--- src/rtl/idwt_2d.sv ---
// Inverse single-level 2-D Haar transform for 8x8 blocks of 8-bit pixels.
// Buffers eight coefficient rows, then emits eight reconstructed pixel rows.
module idwt_2d #(
   parameter int PIX_W = 8,
   parameter int N     = 8
) (
   input  logic               clk,
   input  logic               rst_n,
   input  logic [N*PIX_W-1:0] in_row,
   input  logic               in_valid,
   output logic               in_ready,
   output logic [N*PIX_W-1:0] out_row,
   output logic               out_valid,
   input  logic               out_ready,
   output logic               out_last
);

   typedef enum logic {LOAD, EMIT} state_e;

   state_e      state_q;
   logic [2:0]  cnt_q;
   logic [63:0] buf_q [8];
   logic [63:0] out_row_q;
   logic        out_valid_q;
   logic        out_last_q;

   logic [2:0]  row_sel;
   logic [63:0] lo, hi, recon;
   logic [9:0]  lk, hk;
   logic [9:0]  v [8];
   logic [10:0] s, d;

   function automatic logic [7:0] sat(input logic [10:0] x);
      if (x[10])            return 8'h00;
      else if (|x[9:8])     return 8'hFF;
      else                  return x[7:0];
   endfunction

   // Row loaded into the output register on the next load event:
   // row 0 when entering EMIT, otherwise the row after the current one.
   always_comb begin
      row_sel = (state_q == EMIT) ? cnt_q + 3'd1 : 3'd0;
      lo      = buf_q[{1'b0, row_sel[2:1]}];
      hi      = buf_q[{1'b1, row_sel[2:1]}];
      lk      = '0;
      hk      = '0;
      s       = '0;
      d       = '0;
      recon   = '0;
      for (int k = 0; k < 8; k++) begin
         v[k] = '0;
      end
      for (int k = 0; k < 8; k++) begin
         if (k < 4) lk = {2'b00, lo[8*k +: 8]};
         else       lk = {{2{lo[8*k+7]}}, lo[8*k +: 8]};
         hk   = {{2{hi[8*k+7]}}, hi[8*k +: 8]};
         v[k] = row_sel[0] ? lk - hk : lk + hk;
      end
      for (int k = 0; k < 4; k++) begin
         s = {v[k][9], v[k]} + {v[k+4][9], v[k+4]};
         d = {v[k][9], v[k]} - {v[k+4][9], v[k+4]};
         recon[16*k +: 8]   = sat(s);
         recon[16*k+8 +: 8] = sat(d);
      end
   end

   always_ff @(posedge clk) begin
      if (state_q == LOAD && in_valid) begin
         buf_q[cnt_q] <= in_row;
      end
   end

   always_ff @(posedge clk or negedge rst_n) begin
      if (!rst_n) begin
         state_q     <= LOAD;
         cnt_q       <= '0;
         out_row_q   <= '0;
         out_valid_q <= 1'b0;
         out_last_q  <= 1'b0;
      end else begin
         unique case (state_q)
            LOAD: begin
               if (in_valid) begin
                  if (cnt_q == 3'd7) begin
                     state_q     <= EMIT;
                     cnt_q       <= '0;
                     out_row_q   <= recon;
                     out_valid_q <= 1'b1;
                     out_last_q  <= 1'b0;
                  end else begin
                     cnt_q <= cnt_q + 3'd1;
                  end
               end
            end
            EMIT: begin
               if (out_ready) begin
                  if (cnt_q == 3'd7) begin
                     state_q     <= LOAD;
                     cnt_q       <= '0;
                     out_valid_q <= 1'b0;
                     out_last_q  <= 1'b0;
                  end else begin
                     cnt_q      <= cnt_q + 3'd1;
                     out_row_q  <= recon;
                     out_last_q <= (cnt_q == 3'd6);
                  end
               end
            end
            default: state_q <= LOAD;
         endcase
      end
   end

   assign in_ready  = (state_q == LOAD);
   assign out_row   = out_row_q;
   assign out_valid = out_valid_q;
   assign out_last  = out_last_q;

endmodule

--- config.mk ---
export PLATFORM = sky130hd
export DESIGN_NAME = idwt_2d
export DESIGN_NICKNAME = d
export VERILOG_FILES = /design/src/rtl/idwt_2d.sv
export SDC_FILE = /design/constraint.sdc
export NUM_CORES = 1
export LEC_CHECK = 0
export CORE_ASPECT_RATIO = 0.7
export CORE_MARGIN = 8
export CORE_UTILIZATION = 31
export DETAILED_ROUTE_END_ITERATION = 7
export PLACE_DENSITY = 0.53
export RECOVER_POWER = 25
export SLEW_MARGIN = 20
export SYNTH_ARGS = -nofsm -noshare
export SYNTH_HDL_FRONTEND = slang
export SYNTH_SLANG_ARGS = --single-unit
--- constraint.sdc ---
create_clock -name clk -period 8.3 [get_ports clk]
set_input_delay 1.66 -clock clk [delete_from_list [all_inputs] [get_ports clk]]
set_output_delay 1.66 -clock clk [all_outputs]
set_load 0.02 [all_outputs]
### Word level (Yosys, flattened, before mapping)

Memory sizes are Yosys's and may differ from the RTL's.
Cells that the tools add are included.

* memory bits (writable): 512
* input port bits: 68
* memories kept: 1
* output and inout port bits: 67
* register bits: 70
* word-level logic and storage cells: 102

Memories
* buf_q: depth 8, width 64, rd ports 2, clocked after memory_dff 0, wr ports 1, line 22 `logic [63:0] buf_q [8];`

* equality and inequality tests: 7
* mux-type cells: 50
* reductions and logical operators: 13
* add/sub/neg operators: 25
* bitwise operators: 1

Operator list (count)
* 2-to-1 mux 64 bit: 4
* 2-to-1 mux 8 bit: 16
* one-hot mux 64 bit (2 select lines): 1
* 2-to-1 mux 10 bit: 8
* adder 10 x 10 -> 11 bit: 4
* subtractor 10 x 10 -> 11 bit: 4
* adder 9 x 8 -> 10 bit: 4
* subtractor 9 x 8 -> 10 bit: 4
* adder 8 x 8 -> 9 bit: 4
* subtractor 8 x 8 -> 9 bit: 4
* OR reduction 2 bit: 8
* 2-to-1 mux 1 bit: 13
* 2-to-1 mux 3 bit: 4
* AND reduction 4 bit: 2
* equality test 3 bit, second input constant: 2
* inequality test 2 bit, second input constant: 3
* one-hot mux 1 bit (2 select lines): 3
* one-hot mux 3 bit (2 select lines): 1
* inequality test 2 x 1 -> 1 bit, second input constant: 2
* adder 3 x 1 -> 3 bit, second input constant: 1
* AND reduction 3 bit: 1
* AND reduction 2 bit: 1
* logical AND 1 bit: 1
* NOT 1 bit: 1

### Depth between registers and ports, before layout

An unclocked memory read counts as a cell.

* depth after elaboration: 12
* gate-level depth with buffers: 33
* gate-level depth less buffers: 26

### Least setup slack after synthesis

Ideal clock, no wire load.

* path type: input-to-reg
* start: in in_valid
* end: mem buf_q[1][0], enable pin
* path buffers: 0
* slack: -0.157 ns
* setup time: 0.643 ns
* stages on the path: 2
* required time: 7.657 ns
* arrival time: 7.814 ns
* path through: nand2_1 -> nor4_1

* word-level cells in the longest chain between the ends: 3

RTL lines
* from (decl): line 10 `input logic in_valid,`
* logical AND 1 bit: line 68 `if (state_q == LOAD && in_valid) begin`
* 2-to-1 mux 1 bit: line 68
* 2-to-1 mux 1 bit (not written as such): line 69 `buf_q[cnt_q] <= in_row;`
* to (decl): line 22

No other way between the ends.

### Worst setup path in the final report

* start: reg cnt_q[1]
* end: reg out_row_q[62] (netlist: out_row[62])

* word-level cells in the longest chain between the ends: 12
* elaborated cells between the ends (all ways): 22
* classes of those cells: add/sub (6); eq/ne (3); mux (10); reduce/logical (2); memory (1)

RTL lines
* from (decl): line 21 `logic [2:0] cnt_q;`
* from (signal assigned): line 91 `cnt_q <= cnt_q + 3'd1;`
* from (signal assigned): line 103 `cnt_q <= cnt_q + 3'd1;`
* adder 3 x 1 -> 3 bit: line 42 `row_sel = (state_q == EMIT) ? cnt_q + 3'd1 : 3'd0;`
* 2-to-1 mux 3 bit: line 42
* memory (8 x 64 bit)
* adder 9 x 8 -> 10 bit (tied with other cells): line 57 `v[k] = row_sel[0] ? lk - hk : lk + hk;`
* 2-to-1 mux 10 bit: line 57
* subtractor 10 x 10 -> 11 bit: line 61 `d = {v[k][9], v[k]} - {v[k+4][9], v[k+4]};`
* OR reduction 2 bit: line 35 `else if (|x[9:8]) return 8'hFF;`
* 2-to-1 mux 8 bit: line 35
* 2-to-1 mux 8 bit: line 34 `if (x[10]) return 8'h00;`
* 2-to-1 mux 64 bit, on equally long branches: line 97, 84
* 2-to-1 mux 64 bit, on equally long branches: line 96, 83
* one-hot mux 64 bit (2 select lines): line 81 `unique case (state_q)`
* to (signal assigned): line 87 `out_row_q <= recon;`
* to (signal assigned): line 104 `out_row_q <= recon;`
* to (decl): line 23 `logic [63:0] out_row_q;`

Several ways; a longest one is shown, not always the timed one. The select of a mux whose other input is x is not followed.
A chain may end at the register's enable or synchronous reset.

==> results.yml <==
status:
  outcome: "complete, no violations"
setup_path:
  crit_path_max_fanout: 68
  arrival_ns: 7.54
  cp.required_ns: 8.80
  crit_type: "flop to flop"
  endpoint_kind: "flop"
  cp-start-kind: "flop"
clocking:
  postCtsSetupBuffers: 0
  cts_root_buf: "clkbuf_16"
  h-tree-depth: 3
  cts_buffers: 67
  clk_path_buf_depth: 3
  cts.sinks: 582
  insertion_delay_ns: 0.61
  cts_tree: "built"
  cts.hold.buffers_added: 0
  cts_resized: 0
  clk_pin_slew_ns: 0.06
logic_synthesis:
  syn_nets: 2762
  synth_flop_cell: "edfxtp_1"
  synthTopCellsByArea: "edfxtp_1 (50%), ha_1 (6.4%), dfrtp_1 (5.7%), nand2_1 (3.2%), xnor2_1 (2.7%)"
  netlist_area_mm2: 0.0305
  ys_top_cells_by_count: "edfxtp_1 (512), nand2_1 (264), nor2_1 (160), ha_1 (157), a21oi_1 (106)"
  synth_edf_count: 512
  ys_ff_latch: 582
  synth_cells: 2521
  yosysMostFrequentCell: "edfxtp_1"
  synth-async-reset-ratio_pct: 12.0
  synth_cell_types: 89
  seq_area_frac_synth_pct: 56.2
  yosys_warnings: 0
  syn_avg_cell_area_um2: 12.1
  netlist.area_leader.share_pct: 50.4
  yosys.area.top_type: "edfxtp_1"
die:
  io_pins: 135
  die_area_mm2: 0.109
  initial_utilization_pct: 31.2
  coreArea_mm2: 0.0978
  die_h_um: 278
  rows: 96
  die_w_um: 391
routing:
  vias: 20300
  totalWireLength_um: 83900
  ant_nets: 0
  vias_per_cell: 5.04
  drc_errors: 0
  drt_iter0_drc: 1543
  dr.pass1.iters: 5
  wl_per_cell_um: 20.9
global_route:
  grt_max_degree: 113
  track_usage_pct: 15.0
  grt-ovfl-total: 0
  grt_pass1_wl_um: 127000
  grt_pass1_vias: 19900
  grt_antenna_before_repair: 26
placed_design:
  placed_area_mm2: 0.0333
  io_buffers: 134
  hpwl_um: 56700
  place_congestion: 0.837
sta:
  slew_headroom_pct: 26.1
  skew_ns: 0.0295
  max_freq_mhz: 142
  period_minus_slack_ns: 7.04
  hold_viol: 0
  tns_ns: 0
  rsz0062_at_grt: "no"
  setup_viol: 0
  finalCritPeriodShare_pct: 84.8
  worst_pin_slew_ns: 1.10
  slew_viol_final: 0
layout:
  drive_above_1_share_pct: 8.32
  final_area_mm2: 0.0354
  nNetsFinal: 2882
  area_growth_pct: 16.1
flow_run:
  maxCapViolCount: 0
min_path:
  min_path_type: "flop to flop"
-- metal layers --
metal,part of all wire (%),global-route usage (%)
met5,0.14,0
met4,1.9,3.35
met3,6.1,3.50
met2,43,22.7
met1,49,21.8
-- stage by stage --
stage                     util (%)  hold WS [ns]  worst slack [ns]  instances
after floorplan                  -         0.540              2.02       2521
after global placement        34.1         0.473              1.30       3895
after detailed placement      34.1         0.476              1.23       3895
after CTS                     36.2         0.490              1.21       4016
after global routing          36.2         0.514             0.557       4017
final                         36.2         0.487              1.26       4024
-- cells by family after synthesis --
logic type / share of synthesized area (%)
buffers and inverters: 3.24
AOI/OAI and AO/OA: 14.1
xor gates and xnor gates: 4.71
DFF: 56.2
muxes: 3.88
and+or+nand+nor: 10.5
adders and majority gates: 7.49
-- state kept, by name, indices dropped and copies added, names as in the netlist --
name and count:
buf_q 512, cnt_q 3, out_valid 1, out_last 1, state_q 1, out_row 64
-- critical path, stage by stage, from the launching register on --
cell      delay (ns)
dfrtp_1         0.52
ha_1            0.27
ha_1            0.29
buf_4           0.40
nand2_4         0.49
buf_12          0.39
o21ai_0         0.27
ha_1            0.25
nand2_1         0.06
o22ai_1         0.29
nor2_1          0.09
xor2_1          0.15
ha_1            0.36
o21ai_0         0.19
a21oi_1         0.10
o41ai_1         0.53
nor2_1          0.08
mux2i_1         0.14
o211ai_1        0.14
ha_1            0.44
nor3_1          0.37
nand2b_1        0.15
nor2_1          0.10
o21ai_0         0.11
o211ai_1        0.32
nor2_1          0.14
a211o_1         0.25
-- cell type report --
cell class | count | area [µm²]
fill | 9427 | 62400
inverter | 100 | 375
tap | 1323 | 1660
timing repair buffer | 168 | 1640
clock inverter | 38 | 302
antenna | 8 | 20.0
sequential | 582 | 17100
clock buffer | 83 | 1800
multi-input combinational | 1722 | 12500
-- worst paths after layout --
path / startpoint / endpoint / slack, ns / depth (start not counted)
min in group asynchronous: rst_n / out_row[43] / 1.25 / 1
worst min-delay path: out_row[61] / out_row[61] / 0.49 / 1
worst min register to register: out_row[61] / out_row[61] / 0.49 / 1
worst max-delay path: cnt_q[1] / out_row[62] / 1.26 / 26
worst max register to register: cnt_q[1] / out_row[62] / 1.26 / 26
max in group asynchronous: rst_n / state_q / 5.63 / 2
-- layout by cell type, fill, tap and decap left out, types with 40 or more instances in the layout --
master and instances:
xor2_1 70, a21oi_1 106, clkbuf_16 68, inv_1 98
o21ai_0 74, a31oi_1 80, nor2b_1 73, clkdlybuf4s50_1 95
nand2_1 262, xnor2_1 94, dfrtp_1 69, a21o_1 40
nor2_1 153, a221o_1 49, mux2i_1 72, edfxtp_1 512
ha_1 156, a211oi_1 62
Power is not shown: default switching activity piles up to over one toggle a cycle in this logic, so the estimate is an artifact.
